<file path="src/rtl/shift_seq.sv">
// shift_seq: iterative shift sequencer driving an external combinational shifter.
// A command (operand, shift amount, direction, arithmetic select, pass count) is
// accepted in IDLE. In RUN the operand is fed through the external shifter once per
// cycle, and the shifter result is written back. After the last pass the block holds
// the result in DONE until the consumer takes it.
//
// Ports:
//   clk, rst             clock, synchronous active-high reset
//   in_valid/in_ready    command handshake
//   in_din[7:0]          operand
//   in_shamt[2:0]        shift amount per pass
//   in_lr                1 = left, 0 = right
//   in_al                1 = arithmetic (right shifts only)
//   in_rep[2:0]          number of passes, 0 treated as 1
//   sh_din/sh_shamt/sh_lr/sh_al  operand and controls to the external shifter
//   sh_dout[7:0]         shifter result (combinational from sh_*)
//   out_valid/out_ready  result handshake
//   out_data[7:0]        result
//   busy                 high whenever not IDLE
module shift_seq (
  input  logic       clk,
  input  logic       rst,
  input  logic       in_valid,
  output logic       in_ready,
  input  logic [7:0] in_din,
  input  logic [2:0] in_shamt,
  input  logic       in_lr,
  input  logic       in_al,
  input  logic [2:0] in_rep,
  output logic [7:0] sh_din,
  output logic [2:0] sh_shamt,
  output logic       sh_lr,
  output logic       sh_al,
  input  logic [7:0] sh_dout,
  output logic       out_valid,
  input  logic       out_ready,
  output logic [7:0] out_data,
  output logic       busy
);

  typedef enum logic [1:0] {
    IDLE = 2'd0,
    RUN  = 2'd1,
    DONE = 2'd2
  } state_e;

  state_e     state_q, state_d;
  logic [7:0] data_q, data_d;
  logic [2:0] cnt_q, cnt_d;
  logic [2:0] shamt_q, shamt_d;
  logic       lr_q, lr_d;
  logic       al_q, al_d;

  // State and datapath registers; reset wins over any pass or handshake.
  always_ff @(posedge clk) begin
    if (rst) begin
      state_q <= IDLE;
      data_q  <= '0;
      cnt_q   <= '0;
      shamt_q <= '0;
      lr_q    <= 1'b0;
      al_q    <= 1'b0;
    end else begin
      state_q <= state_d;
      data_q  <= data_d;
      cnt_q   <= cnt_d;
      shamt_q <= shamt_d;
      lr_q    <= lr_d;
      al_q    <= al_d;
    end
  end

  // Next-state and datapath update.
  always_comb begin
    state_d = state_q;
    data_d  = data_q;
    cnt_d   = cnt_q;
    shamt_d = shamt_q;
    lr_d    = lr_q;
    al_d    = al_q;
    unique case (state_q)
      IDLE: begin
        if (in_valid) begin
          data_d  = in_din;
          shamt_d = in_shamt;
          lr_d    = in_lr;
          al_d    = in_al;
          cnt_d   = (in_rep == 3'd0) ? 3'd1 : in_rep;
          state_d = RUN;
        end
      end
      RUN: begin
        // One shifter pass per cycle; the last pass is the one with cnt_q == 1.
        data_d = sh_dout;
        cnt_d  = cnt_q - 3'd1;
        if (cnt_q == 3'd1) begin
          state_d = DONE;
        end
      end
      DONE: begin
        if (out_ready) begin
          state_d = IDLE;
        end
      end
      default: state_d = IDLE;
    endcase
  end

  // Outputs. in_ready is masked by rst so no handshake appears to complete
  // on an edge where reset discards the command.
  always_comb begin
    in_ready  = (state_q == IDLE) && !rst;
    out_valid = (state_q == DONE);
    busy      = (state_q != IDLE);
    out_data  = data_q;
    sh_din    = data_q;
    sh_shamt  = shamt_q;
    sh_lr     = lr_q;
    sh_al     = al_q;
  end

endmodule
</file>
<file path="config.mk">
export PLATFORM = sky130hd
export DESIGN_NAME = shift_seq
export DESIGN_NICKNAME = d
export VERILOG_FILES = /design/src/rtl/shift_seq.sv
export SDC_FILE = /design/constraint.sdc
export NUM_CORES = 1
export LEC_CHECK = 0
export BUFFER_PORTS_ARGS = -buffer_cell sky130_fd_sc_hd__buf_4
export CORE_UTILIZATION = 44
export CTS_BUF_LIST = sky130_fd_sc_hd__clkbuf_8
export DETAILED_ROUTE_END_ITERATION = 7
export HOLD_SLACK_MARGIN = 0.06
export PLACE_DENSITY = 0.88
export SLEW_MARGIN = 20
export SYNTH_ARGS = -nofsm -noshare
export SYNTH_HDL_FRONTEND = slang
export SYNTH_SLANG_ARGS = --single-unit
export TNS_END_PERCENT = 50
</file>
<file path="constraint.sdc">
create_clock -name clk -period 1.3 [get_ports clk]
set_input_delay 0.26 -clock clk [delete_from_list [all_inputs] [get_ports clk]]
set_output_delay 0.26 -clock clk [all_outputs]
set_load 0.02 [all_outputs]
</file>
### After elaboration in Yosys (flattened, before gate mapping)

Index checks and enable logic that the tools add are counted.

| word-level totals | value |
|---|---|
| register bits | 18 |
| bits in latches | 0 |
| memory bits (writable) | 0 |
| bits in read-only memories | 0 |
| bits of input ports | 28 |
| output and inout bits | 24 |
| logic and storage cells | 31 |
| memories | 0 |

| cells by class | value |
|---|---|
| $add $sub $neg | 1 |
| multiply operators | 0 |
| div/mod/pow operators | 0 |
| order comparisons | 0 |
| equal/unequal tests | 6 |
| shifts and indexed selects | 0 |
| mux-type cells | 9 |
| bitwise gates (word level) | 0 |
| reduce and logical (&&, ||, !) cells | 9 |

Operators by type and width:

| cell | number |
|---|---|
| 8-bit one-hot mux with 2 select lines | 1 |
| 8-bit 2-to-1 mux | 1 |
| 2-bit 2-to-1 mux | 3 |
| 3-bit 2-to-1 mux | 2 |
| 2-bit one-hot mux with 3 select lines | 1 |
| 3-bit one-hot mux with 2 select lines | 1 |
| 2-bit != test (second input constant) | 2 |
| 2-bit AND reduction | 2 |
| 2-bit nonzero test | 2 |
| 3-bit by 1-bit equality test with 1-bit output (second input constant) | 1 |
| 3-bit zero test | 1 |
| 3-bit AND reduction | 1 |
| 3-bit by 1-bit subtractor with 3-bit output (second input constant) | 1 |
| 2-bit by 1-bit equality test with 1-bit output (second input constant) | 1 |
| 2-bit equality test (second input constant) | 1 |
| 2-bit zero test | 1 |
| 2-bit by 1-bit != test with 1-bit output (second input constant) | 1 |
| 1-bit logical AND | 1 |
| 1-bit zero test | 1 |

### Logic depth before layout (Yosys ltp)

Gate-level depths: netlist (run 1).

| logic depth | value |
|---|---|
| depth after elaboration | 4 |
| depth in mapped cells | 5 |
| gate-level depth less buffers | 5 |

### Worst setup path before layout (run 1)

Ideal clock, no wire load.

| path | value |
|---|---|
| path type | reg2out |
| from | reg state_q[1] |
| to | out in_ready |
| arrival | 999 ps |
| required time | 1040 ps |
| setup slack | 41 ps |
| cell stages (with the launch flop) | 3 |
| cells stage by stage | dfxtp_1 > or2_2 > nor2_1 |

| between the ends | value |
|---|---|
| cells in the longest elaborated chain, start to end | 2 |

RTL lines:

| item | RTL line | RTL |
|---|---|---|
| from (decl) | 47 | `state_e state_q, state_d;` |
| from (signal assigned) | 64 | `state_q <= state_d;` |
| 2-bit zero test | 112 | `in_ready = (state_q == IDLE) && !rst;` |
| 1-bit logical AND | 112 |  |
| to (decl) | 24 | `output logic in_ready,` |

No other way between the ends.

### Worst setup path after layout (run 1)

| path | value |
|---|---|
| from | reg state_q[0] |
| to | out in_ready |

The elaborated chain is that of the path after synthesis.

==> results of run 1 <==
-- sequential cells by signal, summed over array words and instances (netlist names) --
signal / cells
sh_al: 1
cnt_q: 3
state_q: 2
sh_shamt: 3
out_data: 8
sh_lr: 1
-- worst min-delay path: stages --
cell     delay (ps)
buf_4            80
mux2i_1          50
nor2_1           70
-- metrics by stage --
stage / hold WS [ps] / instance area [µm²]
3_5_place_dp: 489 / 1220
4_1_cts: 239 / 1290
3_3_place_gp: 480 / 1220
6_report: 240 / 1320
5_1_grt: 251 / 1320
2_1_floorplan: 360 / 887
-- area by class of cell --
type,instances,area share (%)
Clock buffer,4,4.17
Tap cell,25,2.37
Sequential cell,18,27.9
Timing Repair Buffer,57,33.3
Inverter,5,1.42
Multi-Input combinational cell,66,30.8
-- cell families after synthesis --
group / count (synthesis) / share of synthesized area, %
AO/OA/AOI/OAI: 27 / 19.6
adder cells (fa/ha/maj): 2 / 2.82
buffers and inverters: 19 / 14.7
flip-flops: 18 / 40.6
multiplexers: 5 / 5.64
AND/OR/NAND/NOR: 32 / 16.6
-- worst paths after layout --
check | from | endpoint | slack, ps | cells after the start
worst max-delay path | state_q[0]$_SDFFE_PP0P_ | in_ready | -20 | 3
worst min-delay path | in_lr | sh_lr$_SDFFE_PP0P_ | 240 | 3
worst max register to register | state_q[1]$_SDFFE_PP0P_ | out_data[2]$_SDFFE_PP0P_ | 60 | 5
worst min register to register | sh_shamt[0]$_SDFFE_PP0P_ | sh_shamt[0]$_SDFFE_PP0P_ | 500 | 2
-- cell usage after synthesis (all sizes together) --
library cell,n
a211o,1
a21oi,3
a22oi,1
a2bb2oi,1
a31oi,8
a32oi,1
and2b,1
buf,14
dfxtp,18
ha,2
inv,5
mux2i,5
nand2,16
nand2b,2
nand3b,1
nor2,8
nor2b,1
nor3b,1
o2111ai,1
o21ai,8
o21ba,1
o21bai,1
o31ai,1
or2,1
or3,1
-- routing by layer --
metal / wire length [µm] / vias to the layer above / share of wire, %
li1: - / 438 / -
met4: 9 / 0 / 0.42
met5: 0 / - / 0
met2: 1080 / 40 / 50
met3: 189 / 2 / 8.7
met1: 892 / 384 / 41
-- power groups by stage --
| stage | Clock [mW] | Combinational, mW | Sequential (mW) |
|---|---|---|---|
| 2_1_floorplan | 0 | 0.276 | 0.700 |
| 3_3_place_gp | 0 | 0.478 | 0.653 |
| 3_5_place_dp | 0 | 0.488 | 0.658 |
| 4_1_cts | 0.466 | 0.495 | 0.646 |
| 5_1_grt | 0.492 | 0.549 | 0.650 |
| 6_report | 0.454 | 0.503 | 0.646 |
-- timing repair --
item	in CTS	in global routing
resized for setup	5	5
buffers inserted	1	1
endpoints found under the setup margin	3	7
pin swaps	1	1
==> results.toml, run 1 <==
[yosys]
syn-num-nets = 133
ys_seq_area_share_pct = 40.6
yosys.cell_types.count = 27
synth_area_leaders = "dfxtp_1 41%, buf_4 7.6%, nand2_1 6.8%"
syn-cell-area_um2 = 887
synth_top_area_cell = "dfxtp_1"
ys_seq_elements = 18
synth_cells = 103
synth_top_area_share_pct = 40.6
syn-mean-instance-area_um2 = 8.61
yosys_warnings = 0

[finish]
synthToLayoutAreaGrowth_pct = 48.7
multi_input_area_um2 = 407
layout_common_cells = "54 x buf_4, 16 x nand2_1, 16 x dfxtp_1"
layout_commonest_cell = "buf_4"
layout.cells.non_filler = 175
fin_util_pct = 73.2
drive_above_1_share_pct = 45.3
fill_cells = 143
nNetsFinal = 181
regArea_um2 = 368
antenna_cells = 0

[worst_setup_path]
path_delay_family = "flip-flops"
crit_required_ps = 1040
crit_path_end_kind = "primary output"
setup.worst_path.class = "flop to primary output"
path_cells = "or2_4 -> nor2_4 -> buf_6"
crit_buf_inv = 1
worstPathArrival_ps = 1060
cp-start-kind = "flop"
critPathMaxFanout = 7
cpMaxStageDelayCell = "dfxtp_4"
worst_path_largest_cell_delay_ps = 370

[detailed_routing]
drt_iter0_drc = 8
routed-via-count = 864
via_per_inst = 4.94
finalWirelength_mm = 2.17
antenna_left = 0
wl_per_cell_um = 12.4
drc = 0
first_pass_iters = 4

[timing]
worst_slack_ps = -24.4
finalSetupViolCount = 2
slew_headroom_pct = 76.3
hold_viol_final = 0
period_share_pct = 102
slew_violations = 0
layout_min_cycle_time_ps = 1320
rsz0062_at_grt = "yes"
max_clock_freq_mhz = 755
tns_ps = -35.2
fin_skew_ps = 2.65
worst_pin_slew_ps = 356

[global_routing]
use_met2_pct = 39.2
grt_pass1_wl_mm = 3.20
grt_use_met3_pct = 4.62
antenna_found_initial = 0
grt_pass1_vias = 766
grt_remaining_overflow = 0
busiest_layer = "met2"
use_met1_pct = 21.9
grt_start_max_net_pins = 19
track_usage_pct = 21.0

[run]
drv_cap = 0

[pwr]
power.switching_mw = 0.482
leakagePower_nw = 0.639
max-vdd-ir-drop_mv = 0.905
power_frac_seq_pct = 40.3
power_frac_clock_pct = 28.3
total_power_mw = 1.60
p_comb_share_pct = 31.4
p_per_area_nw_per_um2 = 1220
swShare_pct = 30.1
p_int_mw = 1.12

[die]
die_w_um = 46.9
coreArea_um2 = 1800
die_area_um2 = 2200
rows = 15
ios = 52
die_h_um = 46.9
start_util_pct = 49.2

[clock_network]
clockBufferDepth = 2
insertion_delay_ps = 250
h-tree-depth = 1
cts_tree = "done"
holdBufCountCts = 0
cts_root_buf = "clkbuf_8"
path_clk_slew_ps = 70
cts-buffers-inserted = 3
cts_sinks = 18

[status]
violations = "negative setup slack"
outcome = "finished, violations left"

[hold_path]
min_path_type = "primary input to flop"

[placement]
numPlacedInstances = 169
gp_congestion = 0.720
pre_cts_slack_ps = 74.4
hpwl_mm = 1.59
io_buffers = 51
(Power assumes the default switching activity.)
==> run 2: changes to the inputs <==
- BUFFER_PORTS_ARGS: -buffer_cell sky130_fd_sc_hd__buf_4 -> unset
- CELL_PAD_IN_SITES_DETAIL_PLACEMENT: unset -> 1
- CELL_PAD_IN_SITES_GLOBAL_PLACEMENT: unset -> 1
- DONT_BUFFER_PORTS: unset -> 1
- PLACE_DENSITY: 0.88 -> 0.86
==> run 2 against run 1 <==
Compared with the run above: clock power decreased by 18%; largest power group unchanged; clock skew increased by 2.9 ps; via count decreased by 12%; combinational power decreased by 31%; hold slack got worse by 170 ps; critical endpoint unchanged; cell area decreased by 23%; power decreased by 12%; the flow still finishes with violations (negative setup slack).
==> results.toml, run 2 (synthesized netlist as in run 1, its figures left out) <==
[pwr]
total_power_mw = 1.42
leakagePower_nw = 0.430
p_per_area_nw_per_um2 = 1400
max-vdd-ir-drop_mv = 0.997

[detailed_routing]
via_per_inst = 5.73
drt_iter0_drc = 7
first_pass_iters = 4
wl_per_cell_um = 16.3
finalWirelength_mm = 2.15
routed-via-count = 757
drc = 0
antenna_left = 0

[worst_setup_path]
crit_required_ps = 1040
setup.worst_path.class = "flop to primary output"
path_cells = "or2_4 -> nor2_4 -> buf_6"
crit_path_end_kind = "primary output"
cpMaxStageDelayCell = "dfxtp_4"
cp-start-kind = "flop"
crit_buf_inv = 1
critPathMaxFanout = 2
r2r_slack_ps = 70
worstPathArrival_ps = 1040
worst_path_largest_cell_delay_ps = 340
path_delay_family = "simple AND/OR/NAND/NOR gates"

[timing]
period_share_pct = 100
worst_slack_ps = -3.81
rsz0062_at_grt = "yes"
slew_violations = 0
max_clock_freq_mhz = 767
finalSetupViolCount = 1
slew_headroom_pct = 72.4
layout_min_cycle_time_ps = 1300
fin_skew_ps = 5.50
hold_viol_final = 0
worst_pin_slew_ps = 413

[clock_network]
path_clk_slew_ps = 60
clockBufferDepth = 2
cts_tree = "done"
cts_sinks = 18
cts_root_buf = "clkbuf_8"
cts-buffers-inserted = 3
insertion_delay_ps = 250
h-tree-depth = 1

[global_routing]
grt_pass1_wl_mm = 3.01
track_usage_pct = 20.2
grt_start_max_net_pins = 19
grt_remaining_overflow = 0
grt_pass1_vias = 728
antenna_found_initial = 0

[hold_path]
min_path_type = "primary input to flop"

[die]
coreArea_um2 = 1800
ios = 52
start_util_pct = 49.2
die_h_um = 46.9
die_w_um = 46.9
die_area_um2 = 2200
rows = 15

[placement]
hpwl_mm = 1.53
placed_area_um2 = 890
gp_congestion = 0.755
io_buffers = 0
numPlacedInstances = 125

[finish]
fin_area_um2 = 1010
fill_cells = 226
layout_common_cells = "16 x nand2_1, 16 x dfxtp_1, 11 x buf_4"
synthToLayoutAreaGrowth_pct = 14.1
antenna_cells = 0
nNetsFinal = 139
layout.cells.non_filler = 132
multi_input_area_um2 = 429
largest_reg_flops = 8
drive_above_1_share_pct = 25.2
regArea_um2 = 368

[run]
drv_cap = 0

[status]
outcome = "finished, violations left"
violations = "negative setup slack"
run 2: cell types whose count changed in the layout (fill, tap and decap cells not counted), sizes merged:
| cell | before | now |
|---|---|---|
| buf | 57 | 14 |
run 2: stage by stage:
stage | setup slack (ps) | TNS [ps] | util (%) | hold slack, ps
2_1_floorplan | 40.7 | 0 | - | 360
3_3_place_gp | 170 | 0 | 49.4 | 333
3_5_place_dp | 59.0 | 0 | 49.4 | 333
4_1_cts | -29.9 | -29.9 | 54.0 | 63.9
5_1_grt | -35.3 | -58.3 | 56.2 | 60.8
6_report | -3.81 | -3.81 | 56.2 | 70.3
run 2: where the power goes:
part           switching, mW  internal (mW)
registers             0.0880          0.607
logic                  0.189          0.158
clock network          0.168          0.205
run 2: repair_timing:
action,in CTS,in global routing
pin swaps,2,1
gates cloned,0,1
setup endpoints to repair,2,10
hold buffers,0,0
buffers inserted,2,1
gates resized for setup,9,7
run 2: area by class of cell:
| type | instances | area share (%) |
|---|---|---|
| Clock buffer | 3 | 4.08 |
| Inverter | 5 | 1.85 |
| Multi-Input combinational cell | 66 | 42.4 |
| Sequential cell | 18 | 36.3 |
| Tap cell | 25 | 3.09 |
| Timing Repair Buffer | 15 | 12.2 |
run 2: worst paths after layout:
check / depth (start not counted) / startpoint / to
hold reg to reg: 2 / cnt_q[1]$_SDFFE_PP0P_ / cnt_q[1]$_SDFFE_PP0P_
setup reg to reg: 5 / state_q[0]$_SDFFE_PP0P_ / out_data[6]$_SDFFE_PP0P_
hold / removal: 1 / rst / state_q[0]$_SDFFE_PP0P_
setup / recovery: 3 / state_q[0]$_SDFFE_PP0P_ / in_ready
run 2: metal layers:
metal	track usage (%)	up-vias	share of wire, %
li1	-	352	-
met1	20.5	368	40
met2	38.3	35	52
met3	7.31	2	7.7
met4	5.71	0	0.42
met5	0	-	0
run 2: worst reg2reg max path, delay by kind of cell (launching register included):
kind	cells	cell delay [ps]
flip-flops	1	340
AO/OA/AOI/OAI	3	450
buffers and inverters	2	330
